===== src/rtl/display_pkg.sv =====
// Shared constants and helpers for the hex display scan driver.
package display_pkg;

  localparam int NUM_DIGITS_DEFAULT = 4;

  // Digit enables are active-low on a common-anode display.
  localparam logic DIGIT_OFF = 1'b1;

  // Width of a counter or index covering 0..n-1; never narrower than one bit.
  function automatic int idx_width(input int n);
    return $clog2((n < 2) ? 2 : n);
  endfunction

endpackage


===== src/rtl/hex_display_scanner_if.sv =====
// Host-side bundle for the scanner: value load path, blanking and display drive.
interface hex_display_scanner_if #(
  parameter int NUM_DIGITS = display_pkg::NUM_DIGITS_DEFAULT
);

  logic [4*NUM_DIGITS-1:0] value_in;
  logic                    load;
  logic [NUM_DIGITS-1:0]   blank_mask;
  logic [3:0]              nibble_out;
  logic [NUM_DIGITS-1:0]   digit_sel_n;
  logic                    frame_tick;
  logic                    busy_pending;

  modport master (
    output value_in, load, blank_mask,
    input  nibble_out, digit_sel_n, frame_tick, busy_pending
  );

  modport slave (
    input  value_in, load, blank_mask,
    output nibble_out, digit_sel_n, frame_tick, busy_pending
  );

endinterface


===== src/rtl/scan_prescaler.sv =====
// Free-running slot counter: counts 0..DIV-1 and flags the last cycle of a slot.
module scan_prescaler
  import display_pkg::*;
#(
  parameter int DIV = 12000,
  localparam int CW = idx_width(DIV)
) (
  input  logic          clk,
  input  logic          rst_n,
  output logic [CW-1:0] count,
  output logic          slot_end
);

  logic [CW-1:0] count_q, count_d;

  assign slot_end = (count_q == CW'(DIV - 1));
  assign count    = count_q;

  // Explicit wrap so DIV need not be a power of two.
  always_comb begin
    count_d = slot_end ? '0 : count_q + CW'(1);
  end

  // Slot counter register.
  always_ff @(posedge clk or negedge rst_n) begin
    if (!rst_n) count_q <= '0;
    else        count_q <= count_d;
  end

endmodule


===== src/rtl/hex_display_scanner.sv =====
// Time-multiplexed scan driver for a common-anode seven-segment display.
// A pending buffer absorbs loads; it is copied to the display buffer only
// when the scan wraps to digit 0, so a frame never shows a mix of values.
module hex_display_scanner
  import display_pkg::*;
#(
  parameter int NUM_DIGITS  = NUM_DIGITS_DEFAULT,
  parameter int REFRESH_DIV = 12000,
  parameter int DEADTIME    = 16
) (
  input  logic                  clk,
  input  logic                  rst_n,
  hex_display_scanner_if.slave  bus
);

  localparam int IW = idx_width(NUM_DIGITS);
  localparam int CW = idx_width(REFRESH_DIV);
  localparam logic [IW-1:0] LAST_IDX = IW'(NUM_DIGITS - 1);

  logic [CW-1:0] count;
  logic          slot_end;
  logic          swap;
  logic          in_dead;

  logic [IW-1:0]                idx_q, idx_d;
  logic [NUM_DIGITS-1:0][3:0]   pend_q, pend_d;
  logic [NUM_DIGITS-1:0][3:0]   disp_q, disp_d;
  logic                         busy_q, busy_d;
  logic [3:0]                   nibble_q, nibble_d;
  logic [NUM_DIGITS-1:0]        sel_q, sel_d;
  logic                         tick_q, tick_d;

  scan_prescaler #(.DIV(REFRESH_DIV)) u_prescaler (
    .clk      (clk),
    .rst_n    (rst_n),
    .count    (count),
    .slot_end (slot_end)
  );

  // Dead window at the head of every slot; a zero DEADTIME removes it entirely.
  if (DEADTIME == 0) begin : g_no_dead
    assign in_dead = 1'b0;
  end else begin : g_dead
    assign in_dead = (count < CW'(DEADTIME));
  end

  assign swap = slot_end && (idx_q == LAST_IDX);

  // Digit index and double-buffer update; a load coinciding with the swap
  // goes straight to the display so it is not held for a whole extra frame.
  always_comb begin
    idx_d  = idx_q;
    pend_d = pend_q;
    disp_d = disp_q;
    busy_d = busy_q;
    if (slot_end) idx_d = (idx_q == LAST_IDX) ? '0 : idx_q + IW'(1);
    if (swap && busy_q) begin
      disp_d = pend_q;
      busy_d = 1'b0;
    end
    if (bus.load) begin
      pend_d = bus.value_in;
      busy_d = 1'b1;
      if (swap) begin
        disp_d = bus.value_in;
        busy_d = 1'b0;
      end
    end
  end

  // Registered display drive; nibble stays valid through dead time so the
  // segment decoder has settled before the enable lands.
  always_comb begin
    nibble_d = disp_q[idx_q];
    sel_d    = {NUM_DIGITS{DIGIT_OFF}};
    if (!in_dead && !bus.blank_mask[idx_q]) sel_d[idx_q] = ~DIGIT_OFF;
    tick_d   = swap;
  end

  // State and output registers.
  always_ff @(posedge clk or negedge rst_n) begin
    if (!rst_n) begin
      idx_q    <= '0;
      pend_q   <= '0;
      disp_q   <= '0;
      busy_q   <= 1'b0;
      nibble_q <= '0;
      sel_q    <= {NUM_DIGITS{DIGIT_OFF}};
      tick_q   <= 1'b0;
    end else begin
      idx_q    <= idx_d;
      pend_q   <= pend_d;
      disp_q   <= disp_d;
      busy_q   <= busy_d;
      nibble_q <= nibble_d;
      sel_q    <= sel_d;
      tick_q   <= tick_d;
    end
  end

  assign bus.nibble_out   = nibble_q;
  assign bus.digit_sel_n  = sel_q;
  assign bus.frame_tick   = tick_q;
  assign bus.busy_pending = busy_q;

endmodule

===== src/flat_wrapper.sv =====
// flat-port wrapper written by rule: the top's interface ports become plain ports
module hex_display_scanner_flat import display_pkg::*;
#(
  parameter int NUM_DIGITS  = NUM_DIGITS_DEFAULT,
  parameter int REFRESH_DIV = 12000,
  parameter int DEADTIME    = 16
)
  (clk, rst_n, bus_value_in, bus_load, bus_blank_mask, bus_nibble_out, bus_digit_sel_n, bus_frame_tick, bus_busy_pending);
  hex_display_scanner_if #(.NUM_DIGITS(NUM_DIGITS)) bus_i ();
  input  logic clk;
  input  logic rst_n;
  input wire logic [$bits(bus_i.value_in)-1:0] bus_value_in;
  input wire logic [$bits(bus_i.load)-1:0] bus_load;
  input wire logic [$bits(bus_i.blank_mask)-1:0] bus_blank_mask;
  output wire logic [$bits(bus_i.nibble_out)-1:0] bus_nibble_out;
  output wire logic [$bits(bus_i.digit_sel_n)-1:0] bus_digit_sel_n;
  output wire logic [$bits(bus_i.frame_tick)-1:0] bus_frame_tick;
  output wire logic [$bits(bus_i.busy_pending)-1:0] bus_busy_pending;
  assign bus_i.value_in = bus_value_in;
  assign bus_i.load = bus_load;
  assign bus_i.blank_mask = bus_blank_mask;
  assign bus_nibble_out = bus_i.nibble_out;
  assign bus_digit_sel_n = bus_i.digit_sel_n;
  assign bus_frame_tick = bus_i.frame_tick;
  assign bus_busy_pending = bus_i.busy_pending;
  hex_display_scanner #(.NUM_DIGITS(NUM_DIGITS), .REFRESH_DIV(REFRESH_DIV), .DEADTIME(DEADTIME)) u_core (.clk(clk), .rst_n(rst_n), .bus(bus_i));
endmodule

===== config.mk =====
export PLATFORM = sky130hd
export DESIGN_NAME = hex_display_scanner_flat
export DESIGN_NICKNAME = d
export VERILOG_FILES = /design/src/rtl/display_pkg.sv /design/src/rtl/hex_display_scanner_if.sv /design/src/rtl/scan_prescaler.sv /design/src/rtl/hex_display_scanner.sv /design/src/flat_wrapper.sv
export SDC_FILE = /design/constraint.sdc
export NUM_CORES = 1
export LEC_CHECK = 0
export ABC_CLOCK_PERIOD_IN_PS = 1830
export CORE_MARGIN = 5
export CORE_UTILIZATION = 53
export CTS_BUF_LIST = sky130_fd_sc_hd__clkbuf_16
export CTS_CLUSTER_DIAMETER = 100
export DETAILED_ROUTE_END_ITERATION = 12
export DONT_BUFFER_PORTS = 1
export PLACE_DENSITY = 0.72
export SLEW_MARGIN = 20
export SYNTH_ARGS = -nofsm -noshare
export SYNTH_HDL_FRONTEND = slang
export SYNTH_SLANG_ARGS = --single-unit

===== constraint.sdc =====
create_clock -name clk -period 1.83 [get_ports clk]
set_input_delay 0.366 -clock clk [delete_from_list [all_inputs] [get_ports clk]]
set_output_delay 0.366 -clock clk [all_outputs]
set_load 0.005 [all_outputs]

==> results_dict.tcl <==
set metrics [dict create \
    cts-root-buf "clkbuf_16" \
    netlist_top_cells_area "dfrtp_1, mux2_2, mux2i_1" \
    drive_above_1_share 0.291 \
    postSynthCellCount 226 \
    finalInstanceArea_um2 3260 \
    cap_viol_max_count 0 \
    synthesis.nets 254 \
    critical_path.endpoint_type "flop" \
    design.final.nets 269 \
    power_density_nw_per_um2 923 \
    synth-seq-area-share 0.531 \
    wl_per_cell_um 17.4 \
    post-place-ws_ps 89.0 \
    drt_first_pass_iters 4 \
    timing.critical_path.required_ps 2060 \
    tritoncts.num_buffers 9 \
    yosys_register_bits 58 \
    critical_path.cell_chain "ha_2, nand4_1, buf_4, nor4_4, buf_6, buf_12, a21oi_1, a21oi_1" \
    synth_enable_flop_cells 0 \
    antenna-diode-count 0 \
    min_path_cells 1 \
    grt_util_met2 0.262 \
    synth_top_cell_by_area "dfrtp_1" \
    clock_latency_ps 320 \
    grt_remaining_overflow 0 \
    synthDominantCellAreaShare 0.493 \
    worstSetupPathType "flop to flop" \
    area_growth_syn_to_layout_pct 18.8 \
    max-slew-margin-rel 0.755 \
    cts_max_path_buffers 2 \
    initial_antenna_violation_count 0 \
    finalSetupViolCount 0 \
    synthesis.area_um2 2740 \
    critPathLaunchType "flop" \
    placeable_area_um2 5070 \
    final-hold-violation-count 0 \
    grt_first_pass_wirelength_mm 8.74 \
    worst-endpoint-arrival_ps 2020 \
    power_mw 3.00 \
    hold_path.class "input pin to flop" \
    min-delay-start "bus_value_in[1]" \
    groute.layer.met3.usage 0.0439 \
    synth_cell_types 32 \
    r2r_cells 8 \
    final.period_utilization 0.980 \
    timing.final.crit_period_ps 1790 \
    drt_first_iter_violations 130 \
    die-height_um 81.9 \
    cp-startpoint "u_core.u_prescaler.count[1]" \
    drt_drc_violations_left 0 \
    port_buffers 0 \
    critical_path.slowest_cell "dfrtp_1" \
    setup_slack_of_the_critical_path_after_layout_ps 37.1 \
    worst_path_most_repeated_cell "a21oi_1" \
    grt-busiest-layer "met2" \
    number_of_placed_i_o_pins 33 \
    worst-slew-pin-transition_ps 365 \
    dr_vias 1784 \
    synth_flop_cell "dfrtp_1" \
    synth_warnings 0 \
    floorplan.rows 26 \
    met1_usage 0.242 \
    crit_path_max_fanout 10 \
    static-leakage-power_nw 1.41 \
    dp.cells 291 \
    post_drt_via_cell_ratio 5.68 \
    post-synth-top-count-cell "dfrtp_1" \
    post_detailed_placement_half_perimeter_wirelength_mm 3.35 \
    tritoncts_num_sinks 58 \
    synth.top_cells.by_count "dfrtp_1, mux2_2, nand2b_1" \
    critPathMaxStageDelay_ps 390 \
    setup_repair_after_global_routing_missed_its_margin "true" \
    number_of_global_route_vias_before_repair 1749 \
    place.gp.congestion 0.760 \
    placement.cell_area_um2 2840 \
    die_area_um2 6710 \
    ir_worst_vdd_mv 0.589 \
    syn-mean-instance-area_um2 12.1 \
    tritoncts "done" \
    r2r_start "u_core.u_prescaler.count[1]" \
    drt.antenna.violating_nets 0 \
    asyncSetResetFlopFracSynth 1.00 \
    slew_limit_fails 0 \
    largest_net_degree_at_the_start_of_global_routing 59 \
    grt_resource_usage_total 0.178 \
    final.setup.tns_ps 0 \
    finalClockSkew_ps 9.45 \
    maxClockFrequency_mhz 558 \
    finalWirelength_mm 5.48 \
    cts_max_level 3 \
    cts.reportedPaths.clkPinSlew_ps 50 \
    run_status "finished clean" \
    start_util 0.540 \
    final_instance_count_without_filler_cells 314 \
    die_x_um 81.9 \
]
[logic make-up after synthesis]
family,synth area share
flops,0.531
mux,0.158
compound gates,0.0794
buf+inv,0.0297
fa+ha+maj,0.0228
simple gates,0.150
xor+xnor,0.0288
[cell type report]
type | instances | area (um^2)
inverter | 2 | 7.51
multi-input combinational | 153 | 1210
clock inverter | 5 | 47.5
clock buffer | 9 | 225
sequential | 58 | 1460
tap | 70 | 87.6
fill | 399 | 1820
timing repair buffer | 17 | 218
[path summary, 6_finish.rpt]
path / slack, ps / end
max: 40 / u_core.disp_q[13]
min: 200 / u_core.pend_q[1]
max reg2reg: 40 / u_core.disp_q[13]
min reg2reg: 500 / u_core.pend_q[12]
max in group asynchronous: 960 / u_core.bus.digit_sel_n[0]
min in group asynchronous: 600 / u_core.idx_q[1]
[sequential cells by signal, indices dropped and copies added, names as in the netlist]
register / count
u_core.u_prescaler.count: 14
u_core.pend_q: 16
u_core.idx_q: 2
u_core.disp_q: 16
u_core.bus.frame_tick: 1
u_core.bus.digit_sel_n: 4
u_core.bus.busy_pending: 1
u_core.bus.nibble_out: 4
[stage by stage]
step | utilization | hold slack (ps)
floorplan | - | 70.4
global placement | 0.560 | 72.3
detailed placement | 0.560 | 72.4
CTS | 0.621 | 187
global route | 0.642 | 183
finish | 0.642 | 197
[critical path: cells and delay by family (launching register included)]
kind	cells	cell delay [ps]
AOI/OAI and AO/OA	2	220
adders and majority gates	1	210
buffers and inverters	3	480
DFF	1	390
and+or+nand+nor	2	420
[what timing repair did]
action	in CTS	in global routing
setup buffers	0	4
resized for setup	0	4
setup endpoints to repair	0	8
hold endpoints to repair	58	0
hold buffers	2	0
[power by group]
group,total [mW],switching [mW],internal (mW),leakage [nW]
Clock,1.54,0.523,1.02,0.136
Combinational,0.124,0.0544,0.0692,0.564
Sequential,1.34,0.0155,1.32,0.714
Total,3.00,0.593,2.41,1.41
[per-layer routing]
layer	vias to the layer above	routed length [um]	share of wire
li1	845	-	-
met1	888	2470	0.45
met2	41	2660	0.49
met3	10	252	0.046
met4	0	96	0.018
met5	-	0	0
[cell usage in the layout (no fill, tap or decap), drive strengths merged]
cell type | Yosys | final
or3 | 2 | 2
mux2 | 17 | 17
nand3 | 14 | 14
xnor2 | 4 | 4
mux4 | 5 | 5
nand2 | 9 | 9
clkbuf | 5 | 11
nor2b | 2 | 2
or2 | 1 | 1
nor2 | 11 | 11
nand4 | 6 | 6
nor4 | 3 | 3
clkinv | 0 | 4
and4 | 1 | 1
bufinv | 0 | 1
or4 | 1 | 1
xor2 | 5 | 5
ha | 5 | 5
dfrtp | 54 | 54
o21ai | 3 | 3
dlygate4sd3 | 0 | 1
a32oi | 4 | 4
inv | 2 | 2
dfstp | 4 | 4
buf | 8 | 14
nand2b | 17 | 17
mux2i | 13 | 13
nor3 | 4 | 4
a21oi | 26 | 26
Note: power is estimated with default switching activity, not from simulation.
